## config.mk

```make
export PLATFORM = sky130hd
export DESIGN_NAME = pipe_hazard_ctrl
export DESIGN_NICKNAME = d
export VERILOG_FILES = /design/src/rtl/pipe_hazard_ctrl.sv
export SDC_FILE = /design/constraint.sdc
export NUM_CORES = 1
export LEC_CHECK = 0
export BUFFER_PORTS_ARGS = -buffer_cell sky130_fd_sc_hd__clkbuf_2
export CORE_MARGIN = 2
export CORE_UTILIZATION = 50
export CTS_CLUSTER_DIAMETER = 200
export DETAILED_ROUTE_END_ITERATION = 16
export PLACE_DENSITY = 0.74
export SLEW_MARGIN = 20
export SYNTH_ARGS = -nofsm -noshare
export SYNTH_HDL_FRONTEND = slang
export SYNTH_SLANG_ARGS = --single-unit
```

## constraint.sdc

```tcl
create_clock -name clk -period 5.4 [get_ports clk]
set_input_delay 0.27 -clock clk [delete_from_list [all_inputs] [get_ports clk]]
set_output_delay 0.27 -clock clk [all_outputs]
set_load 0.01 [all_outputs]
```

## src/rtl/pipe_hazard_ctrl.sv

```systemverilog
// -----------------------------------------------------------------------------
// pipe_hazard_ctrl
//
// Control-side companion to the i2d/d2a/a2w pipeline registers. It decides
// when decode holds, when d2a receives a bubble, when stages flush, and when
// fetch stalls or redirects.
//   * A per-register pending-write counter tracks every issued writer until
//     its writeback retires. A source register with a nonzero count is a RAW
//     hazard. A destination whose count is saturated is an overflow hold.
//   * A two-state RUN/FLUSH machine sequences a taken-branch redirect.
//     FLUSH squashes the wrong-path instruction fetched in the redirect cycle.
//
// Optional feature macro: HAZARD_FWD_EN
//   When it is defined, a source with exactly one pending write whose
//   writeback is retiring this cycle counts as ready. The datapath bypasses
//   the write data, so the consumer issues in the writeback cycle.
//
// Ports
//   clk, n_rst            clock; synchronous active-low reset
//   d_valid               decode instruction valid
//   d_src0/1(_en)         decode source registers and their use enables
//   d_dst(_en)            decode destination register and write enable
//   w_valid, w_en, w_addr writeback retire of a register write
//   redirect, redirect_pc ALU-stage taken branch and its target
//   fetch_stall           hold the fetch PC
//   i2d_hold              i2d register keeps its contents
//   d2a_bubble            d2a loads valid=0
//   i2d_flush, d2a_flush  clear stage valid
//   pc_load, pc_target    fetch loads pc_target
//   issue                 decode instruction advances this cycle
//   stall_cycles          saturating count of RAW-hazard stall cycles
//   sb_err                sticky error: scoreboard underflow or redirect in FLUSH
//   dbg_state             current FSM state (1 = FLUSH)
//
// Handshake: d_valid acts as "valid" and issue as "valid & ready". An
// instruction advances out of decode only in a cycle where issue=1. While
// d_valid=1 and issue=0, decode must keep presenting the same instruction.
// -----------------------------------------------------------------------------
module pipe_hazard_ctrl #(
   parameter int NUM_REGS = 16,
   parameter int REG_AW   = 4,
   parameter int PC_W     = 16,
   parameter int CNT_W    = 2
) (
   input  logic              clk,
   input  logic              n_rst,
   input  logic              d_valid,
   input  logic              d_src0_en,
   input  logic              d_src1_en,
   input  logic [REG_AW-1:0] d_src0,
   input  logic [REG_AW-1:0] d_src1,
   input  logic              d_dst_en,
   input  logic [REG_AW-1:0] d_dst,
   input  logic              w_valid,
   input  logic              w_en,
   input  logic [REG_AW-1:0] w_addr,
   input  logic              redirect,
   input  logic [PC_W-1:0]   redirect_pc,
   output logic              fetch_stall,
   output logic              i2d_hold,
   output logic              d2a_bubble,
   output logic              i2d_flush,
   output logic              d2a_flush,
   output logic              pc_load,
   output logic [PC_W-1:0]   pc_target,
   output logic              issue,
   output logic [15:0]       stall_cycles,
   output logic              sb_err,
   output logic              dbg_state
);

   typedef enum logic {
      S_RUN   = 1'b0,
      S_FLUSH = 1'b1
   } state_t;

   state_t             state_q, state_d;
   logic [CNT_W-1:0]   cnt_q [NUM_REGS];
   logic [PC_W-1:0]    target_q;
   logic [15:0]        stall_q;
   logic               err_q;

   // ---------------------------------------------------------------------
   // Hazard detection
   // ---------------------------------------------------------------------
   logic             w_hit;
   logic [CNT_W-1:0] cnt_src0, cnt_src1, cnt_dst, cnt_wb;
   logic             fwd0, fwd1;
   logic             busy0, busy1;
   logic             raw, ovf, hold;

   assign w_hit    = w_valid & w_en;
   assign cnt_src0 = cnt_q[d_src0];
   assign cnt_src1 = cnt_q[d_src1];
   assign cnt_dst  = cnt_q[d_dst];
   assign cnt_wb   = cnt_q[w_addr];

`ifdef HAZARD_FWD_EN
   // The last outstanding write to the source is retiring now, and its data
   // is bypassed, so the source is already usable.
   assign fwd0 = w_hit && (w_addr == d_src0) && (cnt_src0 == CNT_W'(1));
   assign fwd1 = w_hit && (w_addr == d_src1) && (cnt_src1 == CNT_W'(1));
`else
   assign fwd0 = 1'b0;
   assign fwd1 = 1'b0;
`endif

   assign busy0 = d_src0_en & (cnt_src0 != '0) & ~fwd0;
   assign busy1 = d_src1_en & (cnt_src1 != '0) & ~fwd1;
   assign raw   = d_valid & (busy0 | busy1);
   // A saturated counter cannot record another writer, so the writer waits.
   assign ovf   = d_valid & d_dst_en & (cnt_dst == {CNT_W{1'b1}});
   assign hold  = raw | ovf;

   // ---------------------------------------------------------------------
   // FSM: state register
   // ---------------------------------------------------------------------
   always_ff @(posedge clk) begin
      if (!n_rst) state_q <= S_RUN;
      else        state_q <= state_d;
   end

   // ---------------------------------------------------------------------
   // FSM: next state and pipeline controls.
   // While reset is asserted, every control stays low. This drops any
   // redirect or flush in progress.
   // ---------------------------------------------------------------------
   always_comb begin
      state_d     = state_q;
      fetch_stall = 1'b0;
      i2d_hold    = 1'b0;
      d2a_bubble  = 1'b0;
      i2d_flush   = 1'b0;
      d2a_flush   = 1'b0;
      pc_load     = 1'b0;
      pc_target   = target_q;
      issue       = 1'b0;
      if (!n_rst) begin
         pc_target = '0;
      end else begin
         case (state_q)
            S_RUN: begin
               if (redirect) begin
                  // Redirect wins over any hold, and fetch must move to the target.
                  i2d_flush = 1'b1;
                  d2a_flush = 1'b1;
                  pc_load   = 1'b1;
                  pc_target = redirect_pc;
                  state_d   = S_FLUSH;
               end else if (hold) begin
                  fetch_stall = 1'b1;
                  i2d_hold    = 1'b1;
                  d2a_bubble  = 1'b1;
               end else begin
                  issue = d_valid;
               end
            end
            S_FLUSH: begin
               i2d_flush  = 1'b1;
               d2a_bubble = 1'b1;
               state_d    = S_RUN;
            end
            default: state_d = S_RUN;
         endcase
      end
   end

   // ---------------------------------------------------------------------
   // Pending-write scoreboard. If the same register is incremented and
   // decremented in one cycle, its count is unchanged. A decrement at zero
   // leaves the count at zero and is reported through sb_err.
   // ---------------------------------------------------------------------
   always_ff @(posedge clk) begin
      if (!n_rst) begin
         for (int i = 0; i < NUM_REGS; i++) cnt_q[i] <= '0;
      end else begin
         for (int i = 0; i < NUM_REGS; i++) begin
            if ((issue & d_dst_en & (d_dst == REG_AW'(i))) &&
                !(w_hit && (w_addr == REG_AW'(i)))) begin
               cnt_q[i] <= cnt_q[i] + CNT_W'(1);
            end else if ((w_hit && (w_addr == REG_AW'(i))) &&
                         !(issue & d_dst_en & (d_dst == REG_AW'(i))) &&
                         (cnt_q[i] != '0)) begin
               cnt_q[i] <= cnt_q[i] - CNT_W'(1);
            end
         end
      end
   end

   // ---------------------------------------------------------------------
   // Redirect target, stall statistics and sticky error
   // ---------------------------------------------------------------------
   always_ff @(posedge clk) begin
      if (!n_rst) begin
         target_q <= '0;
         stall_q  <= '0;
         err_q    <= 1'b0;
      end else begin
         if (state_q == S_RUN && redirect) target_q <= redirect_pc;
         // Only RAW stalls are counted. Overflow holds and redirect cycles are not.
         if (state_q == S_RUN && !redirect && raw && stall_q != 16'hFFFF)
            stall_q <= stall_q + 16'd1;
         // A redirect arriving in FLUSH is ignored and flagged.
         if ((w_hit && cnt_wb == '0) || (state_q == S_FLUSH && redirect))
            err_q <= 1'b1;
      end
   end

   assign stall_cycles = stall_q;
   assign sb_err       = err_q;
   assign dbg_state    = (state_q == S_FLUSH);

endmodule

```

======== Word-level counts from Yosys, hierarchy flattened ========
Memory sizes are Yosys's and may differ from the RTL's.
Cells that the tools add are included.
word-level totals
  register bits ........................... 34
  latch bits .............................. 0
  bits in writable memories ............... 32
  bits in read-only memories .............. 0
  bits of input ports ..................... 41
  output and inout port bits .............. 41
  memories kept ........................... 1
memory list
  memory  words  width  read ports  clocked after Yosys merged registers in  write ports  line  text
  cnt_q   16     2      20          0                                        16           78    logic [CNT_W-1:0] cnt_q [NUM_REGS];
cells by class
  add/sub/neg operators ................... 33
  $mul .................................... 0
  divide/modulo/power cells ............... 0
  order comparisons ....................... 0
  equality and inequality tests ........... 32
  shifts and indexed selects .............. 0
  muxes and demuxes ....................... 164
  bitwise operators ....................... 58
  reductions and logical operators ........ 125
operator list
  operator                 count
  $mux W1                  126
  $logic_and A1 B1 Y1      70
  $eq A4 B4 Y1 const B     16
  $mux W2                  32
  $mux W16                 3
  $reduce_bool A2 Y1       18
  $or A1 B1 Y1             34
  $logic_not A1 Y1         33
  $add A2 B1 Y2 const B    16
  $eq A4 B3 Y1 const B     8
  $sub A2 B1 Y2 const B    16
  $and A1 B1 Y1            23
  $add A16 B1 Y16 const B  1
  $eq A4 B2 Y1 const B     4
  $ne A16 B16 Y1 const B   1
  $eq A4 B1 Y1 const B     2
  $logic_not A4 Y1         2
  $pmux W1 S2              3
  $eq A2 B2 Y1 const B     1
  $logic_not A2 Y1         1
  $logic_or A1 B1 Y1       1
  $not A1 Y1               1

======== Depth between registers and ports, before layout ========
An unclocked memory read counts as a cell.
  depth in word-level cells ............... 20
  gate-level depth with buffers ........... 10
  depth with buffers taken out ............ 8

======== Worst setup path after synthesis ========
Ideal clock, no wire load.
  kind .................................... register -> register
  from .................................... memory cnt_q[8][0]
  to ...................................... memory cnt_q[13][0], enable pin
  arrival time ............................ 2.691 ns
  required time ........................... 5.033 ns
  setup slack ............................. 2.341 ns
  stages on the path, launching flop included .. 7
  cells stage by stage .................... edfxtp_1 mux4_1 mux4_2 a21boi_4 nor4_4 nand3_1 o311ai_0
RTL lines
  element          line
  start, declared  78

==> impl_metrics.tcl <==
set metrics [dict create \
    status "finished clean" \
    root_buffer "clkbuf_8" \
    cp_max_fo 13 \
    grt_pass1_vias 3902 \
    arrival_ns 3.22 \
    period_share_pct 64.5 \
    ys_seq_area_share_pct 35.9 \
    placed_area_sq_um 4980 \
    boundaryPins 82 \
    clk_pin_slew_ns 0.08 \
    drive_gt1_share_pct 22.4 \
    antenna_found_initial 0 \
    clock-sinks 66 \
    grt_start_max_net_pins 44 \
    p_per_area_nw_per_um2 242 \
    drv_slew 0 \
    startpoint_type "register" \
    cts_htree_levels 3 \
    rsz0062_at_grt "false" \
    ys_warn_count 0 \
    end_kind "output port" \
    maxCapViolations 0 \
    synthTopCellsByArea "edfxtp_1 21%, dfxtp_1 15%, mux4_2 8.4%, nand2_1 5.2%, a21oi_1 5.0%" \
    path_buf_inv 1 \
    vias 4394 \
    achievable-frequency_mhz 287 \
    ys_types 64 \
    irDropWorstVdd_mv 0.176 \
    final_util_pct 59.3 \
    worstHoldPathType "input pin to register" \
    finalSetupViolCount 0 \
    syn_to_final_growth_pct 14.2 \
    critPathSlowestCell "o32ai_2" \
    fin_tns_setup_ns 0 \
    wl_per_cell_um 17.1 \
    grt_pass1_wl_um 19300 \
    cp.required_ns 5.13 \
    floorplan.initialDensity_pct 52.0 \
    dp_hpwl_um 8730 \
    worstSetupPathType "register to output port" \
    overflow 0 \
    die_y_um 99.7 \
    ant_nets 0 \
    numPortBuffers 81 \
    die_area_sq_um 9940 \
    yosys_most_used_dff "dfxtp_1" \
    die_w_um 99.7 \
    gp_congestion 0.909 \
    synth_top_area_share_pct 21.0 \
    num_rows 34 \
    n_antenna_cell 0 \
    post-cts-setup-buffers 0 \
    critPathMostFrequentCell "nor2_1" \
    worst_pin_slew_ns 0.907 \
    syn_nets 566 \
    cts_tree "done" \
    track_usage_pct 24.2 \
    avgViaCountPerCell 6.30 \
    postCtsHoldBufs 0 \
    synth_area_per_cell_sq_um 8.75 \
    clk_path_buf_depth 2 \
    dr.pass1.iters 5 \
    fillers 780 \
    synth.cell_area_sq_um 4580 \
    synth_area_leader_cell "edfxtp_1" \
    critPathTopFamily "simple AND/OR/NAND/NOR gates" \
    yosys_register_bits 66 \
    cts_resized 0 \
    synth_edf_count 32 \
    slowest_delay_ns 0.50 \
    worstPathCellList "nor2_1 -> mux4_2 -> mux2_2 -> o32ai_2 -> or2_2 -> nor2_1 -> nor3b_1 -> o21a_1 -> clkbuf_2" \
    cts_buffers 9 \
    hold_violations 0 \
    dr.first_iter.drc_count 311 \
    drcViolationCount 0 \
    wirelength_um 11900 \
    stdcell_area_sq_um 5230 \
    fin_crit_ns 3.49 \
    syn_inst 523 \
    core-area_sq_um 8810 \
    fin_skew_ns 0.00925 \
    slew_headroom_pct 39.4 \
    finalNetCount 627 \
    clock_latency_ns 0.35 \
    async_flop_share_pct 0 \
    cellLeakagePower_nw 1.94 \
]
==> layer usage <==
metal  vias to the layer above  wire [um]  GRT usage, %
li1                       2073          -             -
met1                      2092       5190          33.5
met2                       205       5390          37.4
met3                        24       1100          5.97
met4                         0        221          7.59
met5                         -          0             0
==> worst min-delay path: stages <==
cell	delay [ns]
clkbuf_2	0.08
nand2_1	0.06
a21oi_1	0.06
==> metrics by stage <==
step	power, mW	hold slack [ns]	cells	setup slack (ns)
floorplan	0.711	0.426	523	2.34
global placement	0.769	0.450	681	2.04
detailed placement	0.774	0.461	681	1.97
CTS	1.27	0.153	697	1.97
global route	1.31	0.168	697	1.76
finish	1.26	0.162	697	1.91
==> flip-flops by register name, summed over array words and instances, names as in the netlist <==
signal        flops
cnt_q            32
dbg_state         1
sb_err            1
stall_cycles     16
target_q         16
==> worst paths after layout <==
path | from | end | slack (ns) | cells after the start
setup reg to reg | cnt_q[11][0] | cnt_q[12][1] | 1.97 | 8
hold / removal | redirect_pc[6] | target_q[6] | 0.16 | 3
hold reg to reg | target_q[5] | target_q[5] | 0.47 | 2
setup / recovery | cnt_q[11][0] | d2a_bubble | 1.91 | 9
==> cells in the mapped netlist (all sizes together) (9+ instances only) <==
cell,count
edfxtp,32
nand2,63
nand3,36
inv,10
nand2b,12
buf,10
nor2,57
nand3b,13
o21ai,21
mux4,19
nor3,19
dfxtp,34
or3,10
clkbuf,22
a21oi,46
nand4b,9
==> cells by family after synthesis <==
group	Yosys count	share of synthesized area (%)
AND/OR/NAND/NOR	264	30.1
AO/OA/AOI/OAI	107	15.2
flip-flops	66	35.9
buffers and inverters	42	3.94
multiplexers	30	12.0
XOR/XNOR	12	2.30
adder cells (fa/ha/maj)	2	0.547
==> area by class of cell <==
| cell class | instances | area, sq um | area share, % |
|---|---|---|---|
| Multi-Input combinational cell | 415 | 2760 | 52.8 |
| Sequential cell | 66 | 1640 | 31.4 |
| Timing Repair Buffer | 82 | 413 | 7.90 |
| Clock buffer | 11 | 153 | 2.92 |
| Tap cell | 108 | 135 | 2.59 |
| Clock inverter | 5 | 83.8 | 1.60 |
| Inverter | 10 | 37.5 | 0.718 |
==> layout by cell type (no fill, tap or decap), types with 12 or more instances in the layout <==
| master | Yosys | final |
|---|---|---|
| o21ai_0 | 20 | 20 |
| nor2_1 | 57 | 57 |
| nand2_1 | 63 | 63 |
| mux4_2 | 17 | 17 |
| nor3_1 | 19 | 19 |
| edfxtp_1 | 32 | 32 |
| nand2b_1 | 12 | 12 |
| dfxtp_1 | 34 | 34 |
| nand3_1 | 35 | 35 |
| a21oi_1 | 46 | 46 |
| clkbuf_2 | 1 | 81 |
| nand3b_1 | 12 | 12 |
==> where the power goes <==
group / total, mW / internal (mW) / switching, mW / leakage, nW
registers: 0.571 / 0.547 / 0.0235 / 0.606
clock network: 0.496 / 0.290 / 0.206 / 0.119
logic: 0.196 / 0.0799 / 0.116 / 1.22
Power figures use the tool's default switching activity.
